## src/rtl/skid_rr_arbiter.sv

```systemverilog
// skid_rr_arbiter: round-robin burst arbiter feeding one valid/ready stream through a two-entry registered skid stage
module skid_rr_arbiter #(
  parameter int NUM_REQ   = 4,
  parameter int DATA_W    = 8,
  parameter int BURST_MAX = 4,
  localparam int SW = $clog2(NUM_REQ)
) (
  input  logic                      clk,
  input  logic                      reset,
  input  logic [NUM_REQ-1:0]        req_valid_i,
  input  logic [NUM_REQ*DATA_W-1:0] req_data_i,
  output logic [NUM_REQ-1:0]        req_ready_o,
  input  logic                      e_ready_i,
  output logic                      e_valid_o,
  output logic [DATA_W-1:0]         e_data_o,
  output logic [SW-1:0]             e_src_o,
  output logic                      busy_o
);
  typedef enum logic {ARB, GRANT} state_t;
  state_t state, state_n;
  logic [SW-1:0] ptr, g, pick, out_s, skid_s;
  logic [3:0] cnt;
  logic out_v, skid_v, accept, rel, drain;
  logic [DATA_W-1:0] out_d, skid_d, beat;
  always_comb begin
    pick = '0;
    for (int i = NUM_REQ - 1; i >= 0; i--)
      if (req_valid_i[(int'(ptr) + i) % NUM_REQ]) pick = SW'((int'(ptr) + i) % NUM_REQ);
  end
  assign beat   = req_data_i[int'(g)*DATA_W +: DATA_W];
  // ready comes only from registered skid_v, keeping e_ready_i off every ready path
  assign accept = state == GRANT && !skid_v && req_valid_i[g];
  assign rel    = state == GRANT && (!req_valid_i[g] || (accept && cnt == 4'(BURST_MAX - 1)));
  assign drain  = out_v & e_ready_i;
  always_ff @(posedge clk)
    if (reset) state <= ARB;
    else state <= state_n;
  always_comb begin
    state_n = state == ARB ? (|req_valid_i ? GRANT : ARB) : (rel ? ARB : GRANT);
  end
  always_comb begin
    busy_o      = state == GRANT;
    req_ready_o = (state == GRANT && !skid_v) ? {{(NUM_REQ-1){1'b0}}, 1'b1} << g : '0;
    e_valid_o   = out_v;
    e_data_o    = out_d;
    e_src_o     = out_s;
  end
  always_ff @(posedge clk) begin
    if (reset) begin
      ptr    <= '0;
      g      <= '0;
      cnt    <= '0;
      out_v  <= 1'b0;
      out_d  <= '0;
      out_s  <= '0;
      skid_v <= 1'b0;
      skid_d <= '0;
      skid_s <= '0;
    end else begin
      if (state == ARB && |req_valid_i) begin
        g   <= pick;
        cnt <= '0;
      end
      if (accept) cnt <= cnt + 4'd1;
      if (rel) ptr <= (g == SW'(NUM_REQ - 1)) ? '0 : g + 1'b1;
      // skid always holds the older beat, so it is promoted before any new one
      if (accept && (!out_v || drain)) begin
        out_v <= 1'b1;
        out_d <= skid_v ? skid_d : beat;
        out_s <= skid_v ? skid_s : g;
        if (skid_v) begin
          skid_d <= beat;
          skid_s <= g;
        end
      end else if (accept) begin
        skid_v <= 1'b1;
        skid_d <= beat;
        skid_s <= g;
      end else if (drain) begin
        if (skid_v) begin
          out_d  <= skid_d;
          out_s  <= skid_s;
          skid_v <= 1'b0;
        end else out_v <= 1'b0;
      end
    end
  end
endmodule

```

## config.mk

```make
export PLATFORM = sky130hd
export DESIGN_NAME = skid_rr_arbiter
export DESIGN_NICKNAME = d
export VERILOG_FILES = /design/src/rtl/skid_rr_arbiter.sv
export SDC_FILE = /design/constraint.sdc
export NUM_CORES = 1
export LEC_CHECK = 0
export ABC_AREA = 1
export CAP_MARGIN = 25
export CORE_ASPECT_RATIO = 0.8
export CORE_UTILIZATION = 40
export CTS_CLUSTER_DIAMETER = 120
export DETAILED_ROUTE_END_ITERATION = 16
export GPL_TIMING_DRIVEN = 1
export PLACE_DENSITY = 0.69
export SLEW_MARGIN = 10
export SYNTH_ARGS = -nofsm -noshare
export SYNTH_HDL_FRONTEND = slang
export SYNTH_SLANG_ARGS = --single-unit
```

## constraint.sdc

```tcl
create_clock -name clk -period 2.5 [get_ports clk]
set_input_delay 0.25 -clock clk [delete_from_list [all_inputs] [get_ports clk]]
set_output_delay 0.25 -clock clk [all_outputs]
set_load 0.03 [all_outputs]
```

* Word level (Yosys, flattened, before mapping)
Index checks and enable logic that the tools add are counted.
** Operators by class
- Add/sub/neg operators :: 5
- $lt $le $gt $ge :: 5
- Equality and inequality tests :: 5
- Shift operators :: 2
- Multiplexer cells :: 46
- Bitwise logic cells :: 6
- Reductions and logical operators :: 24
** Operators with widths (number)
- $mux 8 :: 8
- $shiftx 32x6->8 :: 1
- $mux 2 :: 13
- $mux 1 :: 17
- $lt 3x4->1 const B :: 3
- $mux 4 :: 3
- $bmux 1 s2 :: 5
- $reduce_bool 2->1 :: 5
- $logic_and 1x1->1 :: 6
- $lt 2x3->1 const B :: 2
- $reduce_and 3->1 :: 2
- $reduce_or 2->1 :: 3
- $add 2x1->2 const B :: 2
- $add 2x2->2 const B :: 2
- $add 4x1->4 const B :: 1
- $eq 4x2->1 const B :: 1
- $ne 2x1->1 const B :: 2
- $reduce_and 2->1 :: 2
- $reduce_or 4->1 :: 1
- $shl 1x2->4 const A :: 1
- $and 1x1->1 const A :: 3
- $logic_not 1->1 :: 3
- $eq 2x2->1 const B :: 1
- $logic_or 1x1->1 :: 2
- other kinds (3) :: 4
** Storage, ports and cells
- Register bits after elaboration :: 31
- Bits of input ports :: 39
- Output and inout port bits :: 16
- Logic and storage cells :: 103

* Logic depth before layout (Yosys ltp)
- Depth in word-level cells :: 10
- Depth in mapped cells :: 12
- Mapped depth without buffers :: 10

* Worst setup path before layout
OpenSTA, ideal clock, no wires.
- Kind :: flip-flop to output port
- From :: reg g[1]
- To :: out req_ready_o[0]
- Arrival time :: 1356 ps
- Data required time :: 2250 ps
- Path slack :: 894 ps
- Cell stages (with the launch flop) :: 6
- Path buffers :: 1
- Cells stage by stage :: dfxtp_1 > inv_1 > clkbuf_1 > ha_1 > inv_1 > nor2_1
** Between the ends
- Longest elaborated chain between the ends :: 2
** Ends and longest elaborated chain
- from (decl) :: line 21 : logic [SW-1:0] ptr, g, pick, out_s, skid_s;
- from (signal assigned) :: line 61 : g <= pick;
- $shl 1x2->4 :: line 43 : req_ready_o = (state == GRANT && !skid_v) ? {{(NUM_REQ-1){1'b0}}, 1'b1} << g : '0;
- $mux 4 :: line 43
- to (decl) :: line 12 : output logic [NUM_REQ-1:0] req_ready_o,
No other way between the ends.

* Worst setup path in the final report
- From :: reg g[0]
- To :: out req_ready_o[3]
Same word-level chain as after synthesis.

==> impl_metrics.py <==
metrics = {
    "run_status": {
        "outcome": "complete, no violations",
    },
    "routing": {
        "ant_nets": 0,
        "maxUsedRoutingLayer": "met4",
        "drc": 0,
        "wl_per_cell_microns": 12.1,
        "vias": 2195,
        "drtIter0Drc": 197,
        "wl_met3_microns": 429,
        "wl_met1_microns": 2560,
        "drt-total-wl_microns": 5330,
        "avgViaCountPerCell": 5.00,
        "dr.pass1.iters": 4,
        "dr_wl_met2_microns": 2300,
    },
    "placement": {
        "portBuffers": 54,
        "post-dp-hpwl_microns": 3910,
        "place_congestion": 0.826,
    },
    "timing": {
        "finalCritPeriodShare": 0.861,
        "tightest_slew_ns": 0.459,
        "layout_min_cycle_time_ns": 2.15,
        "final.setup.tns_ns": 0,
        "worst_clock_skew_ns": 0.00404,
        "relSlewSlack": 0.694,
        "timing.fmax_ghz": 0.465,
        "slew_viol_final": 0,
        "setup_violations": 0,
        "rsz0062_at_grt": "false",
        "hold_viol": 0,
    },
    "worst_setup_path": {
        "worstSetupStartpointType": "flop",
        "path_class": "reg2out",
        "crit_arrival_ns": 1.90,
        "crit_path_end_kind": "output pin",
        "required_ns": 2.25,
        "critical_path.startpoint": "g[0]",
        "r2r-start": "g[0]",
        "cp_max_fo": 6,
    },
    "final_layout": {
        "multi_input_area_sq_um": 1130,
        "area_growth_pct": 35.6,
        "antenna_cells": 0,
        "nFillCells": 457,
        "drive_gt1_frac": 0.0660,
        "nets": 422,
        "seq_area_sq_um": 621,
        "final_util": 0.570,
    },
    "global_routing": {
        "grt_max_degree": 21,
        "overflow": 0,
        "grt_pass1_wl_microns": 8740,
        "track_usage": 0.222,
        "antenna_found_initial": 0,
        "grt_pass1_vias": 1858,
    },
    "floorplan": {
        "io_pins": 55,
        "fp.dieW_microns": 79.9,
        "core-area_sq_um": 4620,
        "die_h_microns": 64.3,
        "fp.dieArea_sq_um": 5140,
        "row_count": 22,
        "start_util": 0.420,
    },
    "clock_tree": {
        "cts_sinks": 31,
        "cts_tree": "built",
        "cts_resized": 0,
        "hold_buffers": 0,
        "cts_htree_levels": 2,
        "post_cts_buffers": 0,
        "cts_root_buffer": "clkbuf_8",
        "clk_latency_ns": 0.28,
        "clk_pin_slew_ns": 0.06,
        "cts_buffer_depth": 2,
        "cts_made_buffers": 5,
    },
    "logic_synthesis": {
        "synth_warnings": 0,
        "seq_area_frac_synth": 0.319,
        "synthFlopType": "dfxtp_1",
        "synthCells": 324,
        "synth.area.top_cells": "dfxtp_1 32%, nand2_1 23%, nand3_1 13%",
        "syn_area_sq_um": 1940,
        "syn_area_per_cell_sq_um": 6.00,
        "synth_top_area_frac": 0.319,
        "syn_nets": 368,
        "async_flop_share": 0,
        "synth_largest_area_cell": "dfxtp_1",
        "synthTopCellsByCount": "117 x nand2_1, 49 x nand3_1, 31 x dfxtp_1",
        "ys_seq_elements": 31,
        "yosysMostFrequentCell": "nand2_1",
        "synth_edf_count": 0,
        "synthDistinctLibCells": 21,
    },
    "power_and_ir_drop": {
        "p_leak_nw": 1.19,
        "powerDensity_nw_per_um2": 654,
        "ir_drop_mv": 0.278,
    },
    "min_path": {
        "hold_start": "skid_s[1]",
        "hold_class": "reg2reg",
    },
    "flow_run": {
        "max_cap_viol_count": 0,
    },
}
## per-stage QoR
| stage | setup WS, ns | hold WS, ns | cell area (sq um) | instances | power (W) |
|---|---|---|---|---|---|
| 3_5_place_dp | 0.651 | 0.454 | 2530 | 431 | 0.00130 |
| 2_1_floorplan | 0.894 | 0.439 | 1940 | 324 | 0.00106 |
| 3_3_place_gp | 0.683 | 0.449 | 2530 | 431 | 0.00129 |
| 4_1_cts | 0.343 | 0.463 | 2640 | 439 | 0.00173 |
| 6_report | 0.348 | 0.466 | 2640 | 439 | 0.00172 |
| 5_1_grt | 0.231 | 0.500 | 2640 | 439 | 0.00185 |
## power breakdown
group | leakage, nW | internal [W] | switching (W)
Combinational | 0.884 | 0.000278 | 0.000416
Sequential | 0.253 | 0.000546 | 0.0000451
Clock | 0.0515 | 0.000251 | 0.000185
Total | 1.19 | 0.00108 | 0.000646
## final cells by class
type | count | area share
timing repair buffer | 64 | 0.234
inverter | 25 | 0.0356
clock buffer | 8 | 0.0380
multi-input combinational | 251 | 0.429
sequential | 31 | 0.236
tap | 60 | 0.0285
## routing by layer
metal,GRT usage,vias to the layer above
met5,0,-
met4,0.0536,0
met3,0.0514,5
met2,0.327,69
met1,0.322,978
li1,-,1143
## registers in the layout (all words and copies together) (netlist names)
| name | cells |
|---|---|
| cnt | 4 |
| busy_o | 1 |
| skid_s | 2 |
| skid_d | 8 |
| e_src_o | 2 |
| ptr | 2 |
| e_data_o | 8 |
| g | 2 |
| e_valid_o | 1 |
| skid_v | 1 |
## critical path, cell delays in order, from the launching register on
cell	delay, ns
dfxtp_1	0.45
buf_4	0.19
ha_1	0.17
inv_1	0.05
nor2_1	0.09
clkdlybuf4s50_1	0.68
## worst paths after layout
kind                                       end  slack [ns]  depth (start not counted)
worst max-delay path            req_ready_o[3]        0.35                          5
worst min-delay path                 skid_s[1]        0.47                          2
worst max register to register     e_data_o[5]        0.89                          9
worst min register to register       skid_s[1]        0.47                          2
## cells in the final DEF, fill, tap and decap left out
master / n
clkinv_1: 1
nand2_2: 4
nand2_1: 117
nor2_4: 1
inv_2: 2
nand3_1: 49
a21oi_1: 26
nor2_2: 1
clkbuf_1: 1
xor2_1: 1
nor2_1: 29
clkdlybuf4s50_1: 54
buf_4: 10
o21ai_0: 16
clkbuf_8: 7
nand4_1: 1
a31oi_1: 1
inv_1: 22
ha_1: 5
dfxtp_1: 31
## cells by family after synthesis
family                     after synthesis  share of synthesized area
AOI/OAI and AO/OA                       43                      0.111
adders and majority gates                5                     0.0322
buffers and inverters                   42                     0.0992
DFF                                     31                      0.319
and+or+nand+nor                        202                      0.433
xor gates and xnor gates                 1                    0.00451
No activity file was read; power rests on OpenSTA's default activity.
